$ cat src/rtl/alu_4bit_arbiter.sv
// Two requesters share one 4-bit add/subtract ALU through a round-robin or
// fixed-priority arbiter. Results return through a one-entry tagged response register.

module alu_4bit (
  input  logic [3:0] a,
  input  logic [3:0] b,
  input  logic       op_select,
  output logic [3:0] result,
  output logic       carry
);
  logic [3:0] b_eff;
  logic [4:0] sum;

  // SUB is a + ~b + 1, so carry out means "no borrow".
  assign b_eff = op_select ? ~b : b;
  assign sum = {1'b0, a} + {1'b0, b_eff} + {4'b0, op_select};
  assign result = sum[3:0];
  assign carry = sum[4];
endmodule

module alu_4bit_arbiter #(
  parameter bit FIXED_PRIORITY = 1'b0
) (
  input  logic       clk,
  input  logic       rst,
  input  logic       req0_valid,
  output logic       req0_ready,
  input  logic [3:0] req0_a,
  input  logic [3:0] req0_b,
  input  logic       req0_op,
  input  logic       req1_valid,
  output logic       req1_ready,
  input  logic [3:0] req1_a,
  input  logic [3:0] req1_b,
  input  logic       req1_op,
  output logic       rsp_valid,
  input  logic       rsp_ready,
  output logic       rsp_id,
  output logic [3:0] rsp_result,
  output logic       rsp_carry
);
  logic       last_grant;
  logic       slot_free;
  logic       grant0;
  logic       grant1;
  logic       accept;
  logic [3:0] alu_a;
  logic [3:0] alu_b;
  logic       alu_op;
  logic [3:0] alu_result;
  logic       alu_carry;

  assign slot_free = ~rsp_valid | rsp_ready;

  // On a tie, round-robin favours the requester that did not win last time.
  always_comb begin
    grant0 = 1'b0;
    grant1 = 1'b0;
    if (req0_valid && req1_valid) begin
      if (FIXED_PRIORITY || last_grant) grant0 = 1'b1;
      else                              grant1 = 1'b1;
    end else begin
      grant0 = req0_valid;
      grant1 = req1_valid;
    end
  end

  assign req0_ready = grant0 & slot_free & ~rst;
  assign req1_ready = grant1 & slot_free & ~rst;
  assign accept = (req0_valid & req0_ready) | (req1_valid & req1_ready);

  assign alu_a  = grant1 ? req1_a  : req0_a;
  assign alu_b  = grant1 ? req1_b  : req0_b;
  assign alu_op = grant1 ? req1_op : req0_op;

  alu_4bit u_alu (
    .a         (alu_a),
    .b         (alu_b),
    .op_select (alu_op),
    .result    (alu_result),
    .carry     (alu_carry)
  );

  always_ff @(posedge clk) begin
    if (rst) begin
      rsp_valid  <= 1'b0;
      rsp_id     <= 1'b0;
      rsp_result <= 4'd0;
      rsp_carry  <= 1'b0;
      last_grant <= 1'b1;
    end else if (accept) begin
      rsp_valid  <= 1'b1;
      rsp_id     <= grant1;
      rsp_result <= alu_result;
      rsp_carry  <= alu_carry;
      last_grant <= grant1;
    end else if (rsp_ready) begin
      rsp_valid <= 1'b0;
    end
  end
endmodule

$ cat config.mk
export PLATFORM = sky130hd
export DESIGN_NAME = alu_4bit_arbiter
export DESIGN_NICKNAME = d
export VERILOG_FILES = /design/src/rtl/alu_4bit_arbiter.sv
export SDC_FILE = /design/constraint.sdc
export NUM_CORES = 1
export LEC_CHECK = 0
export BUFFER_PORTS_ARGS = -buffer_cell sky130_fd_sc_hd__buf_2
export CAP_MARGIN = 20
export CORE_AREA = 2 2 43 45
export DETAILED_ROUTE_END_ITERATION = 10
export DIE_AREA = 0 0 45 47
export HOLD_SLACK_MARGIN = 0.08
export PLACE_DENSITY = 0.76
export SETUP_SLACK_MARGIN = 0.5
export SLEW_MARGIN = 15
export SYNTH_ARGS = -nofsm -noshare
export SYNTH_HDL_FRONTEND = slang
export SYNTH_HIERARCHICAL = 1
export SYNTH_SLANG_ARGS = --single-unit
$ cat constraint.sdc
create_clock -name clk -period 3.3 [get_ports clk]
set_input_delay 0.165 -clock clk [delete_from_list [all_inputs] [get_ports clk]]
set_output_delay 0.165 -clock clk [all_outputs]
set_load 0.03 [all_outputs]
==> run_results.csv <==
group,metric,value,unit
status,status,"completed",
setup_path,reg2reg_from,"last_grant",
routing,drtIter0Drc,16,
floorplanning,coreArea,1650,µm²
synthesis,synth_flop_cell,"dfxtp_1",
clocking,clkTransAtPathRegs,0.05,ns
global_route,grt_pass1_vias,575,
sta,rsz0062_at_grt,"false",
synthesis,postSynthNetCount,100,
setup_path,cp.arrival,2.78,ns
power_and_ir_drop,swShare,37.9,%
clocking,cts_tree,"yes",
global_route,grt_antenna_before_repair,0,
sta,finalCritPeriodShare,78.2,%
final_layout,layout_commonest_cell,"buf_2",
floorplanning,ios,32,
clocking,post-cts-setup-buffer-count,0,
clocking,htreeDepth,1,
synthesis,ys_async_sr_fraction,0,%
setup_path,path_max_fanout,7,
floorplanning,die_y,47,µm
routing,drc,0,
routing,viasPerCell,5.52,
power_and_ir_drop,seq_power_share,32.0,%
sta,finalSetupTns,0,ns
setup_path,crit_path_start_kind,"register",
final_layout,fin_nets,133,
final_layout,final_area,875,µm²
routing,wirelength,1490,µm
routing,detail-route-antenna-nets,0,
setup_path,crit_required,3.50,ns
sta,holdWs,0.101,ns
flow_run,drv_cap,0,
global_route,grt_pass1_wl,2350,µm
power_and_ir_drop,pwr_density_cell,422,nW/µm²
sta,setup_viol,0,
synthesis,syn-cell-area,686,µm²
sta,max_freq,387,MHz
setup_path,criticalPathCategory,"register to register",
min_path,min-delay-start,"rst",
power_and_ir_drop,pwr-share-comb,47.2,%
place,routabilityCongestion,0.791,
setup_path,cp_slowest_stage_delay,0.52,ns
synthesis,synth_cell_types,31,
power_and_ir_drop,p_leak,0.450,nW
synthesis,yosys-top-cells-area,"dfxtp_1 (23%), mux2_4 (20%), xor2_1 (6.4%)",
power_and_ir_drop,p_sw,140,µW
min_path,hp-class,"input pin to register",
power_and_ir_drop,ir_worst_vdd,226,µV
final_layout,drive_gt1_share,47.1,%
final_layout,antenna_cells,0,
sta,tightest_slew,0.541,ns
place,portBuffers,31,
sta,slew_headroom,63.8,%
sta,finalClockSkew,0.00366,ns
final_layout,final_cell_mix,"buf_2 (31), mux2_4 (9), dfxtp_1 (8)",
synthesis,yosysTopAreaCell,"dfxtp_1",
routing,routedWlPerCell,12.3,µm
synthesis,synth_edf_count,0,
synthesis,yosysWarningCount,6,
routing,dr_total_vias,668,
final_layout,final_core_util,53.0,%
setup_path,worstSetupEndpointType,"register",
min_path,min_to,"rsp_valid",
routing,dr.pass1.iters,4,
clocking,postCtsHoldBufs,0,
clocking,root_buffer,"clkbuf_4",
clocking,cts_resized,0,
floorplanning,rows,15,
min_path,min_path_cells,2,
global_route,gr-total-overflow,0,
place,place_area,845,µm²
sta,period_minus_slack,2.58,ns
synthesis,ys_seq_area_share,23.4,%
final_layout,areaGrowthSynthToFinish,27.6,%
setup_path,worst_path_max_delay_cell,"or4_1",
setup_path,r2r_end,"rsp_result[3]",
global_route,grt_use_total,15.3,%
floorplanning,die_area,2120,µm²
power_and_ir_drop,internal_power,229,µW
place,dp_hpwl,1200,µm
power_and_ir_drop,clkPwrFrac,20.8,%
synthesis,syn_inst,73,
setup_path,path_cells,"a21boi_4 > mux2_2 > xor2_1 > ha_1 > clkinvlp_2 > or4_1 > nand3_1 > nand4_1 > nand2_1",
synthesis,yosys_register_bits,8,
clocking,clk_latency,0.26,ns
setup_path,worstRegToRegCells,9,
floorplanning,start_util,41.5,%
setup_path,rrSetupSlack,0.72,ns
synthesis,synth_top_cell_area_share,23.4,%
floorplanning,die_x,45,µm
sta,hold_viol,0,
sta,slew_violations,0,
clocking,cts_made_buffers,3,
synthesis,synth_area_per_cell,9.39,µm²
global_route,grt_max_degree,13,
clocking,cts_sinks,8,
clocking,clockBufferDepth,2,
registers in the layout, indices dropped and copies added (netlist names):
name and cells:
last_grant 1, rsp_carry 1, rsp_id 1, rsp_result 4, rsp_valid 1
cells in the mapped netlist (2+ instances only):
cell      count
ha_1          3
dfxtp_1       8
inv_1         3
a21oi_1       3
mux2_4        9
nand2_1       6
xor2_1        5
o211ai_1      5
nand4_1       6
buf_2         2
o21ai_0       3
logic make-up after synthesis:
kind of cell	Yosys count	share of synthesized area (%)
and+or+nand+nor	23	19.3
AOI/OAI and AO/OA	15	15.1
muxes	10	21.4
buffers and inverters	8	6.02
DFF	8	23.4
xor gates and xnor gates	5	6.39
adders and majority gates	4	8.39
final cells by class:
| class | instances | area, µm² |
|---|---|---|
| timing repair buffer | 32 | 163 |
| clock buffer | 3 | 22.5 |
| multi-input combinational | 57 | 492 |
| inverter | 4 | 16.3 |
| tap | 17 | 21.3 |
| sequential | 8 | 160 |
| fill | 160 | 777 |
worst max-delay path by stage:
stage                     from             to  slack (ns)  cells past startpoint
floorplan           last_grant  rsp_result[3]         1.0                     10
global placement    last_grant  rsp_result[3]        0.74                     10
detailed placement  last_grant  rsp_result[3]        0.63                      9
CTS                 last_grant  rsp_result[3]        0.60                      9
global route        last_grant  rsp_result[3]        0.51                      9
finish              last_grant  rsp_result[3]        0.72                      9
power groups by stage:
stage	Sequential [mW]	Combinational, mW	Clock, mW
floorplan	0.146	0.103	0
global placement	0.119	0.168	0
detailed placement	0.120	0.173	0
CTS	0.118	0.173	0.0784
global route	0.120	0.190	0.0842
finish	0.118	0.174	0.0766
per-stage QoR:
step / power [mW] / worst slack (ns) / std cells
2_1_floorplan: 0.248 / 0.996 / 73
3_3_place_gp: 0.287 / 0.743 / 118
3_5_place_dp: 0.293 / 0.631 / 118
4_1_cts: 0.370 / 0.595 / 121
5_1_grt: 0.395 / 0.513 / 121
6_report: 0.369 / 0.718 / 121
routing by layer:
metal | up-vias | global-route usage [%] | routed length, µm
li1 | 334 | - | -
met1 | 310 | 18.0 | 656
met2 | 21 | 26.6 | 735
met3 | 3 | 3.46 | 80
met4 | 0 | 7.06 | 14
met5 | - | 0 | 0
critical path: cells and delay by family, from the launching register on:
family | cells | cell delay, ns
fa+ha+maj | 1 | 0.34
compound gates | 1 | 0.31
xor+xnor | 1 | 0.16
flops | 1 | 0.35
buf+inv | 1 | 0.16
mux | 1 | 0.43
simple gates | 4 | 0.77
Power figures use the tool's default switching activity.
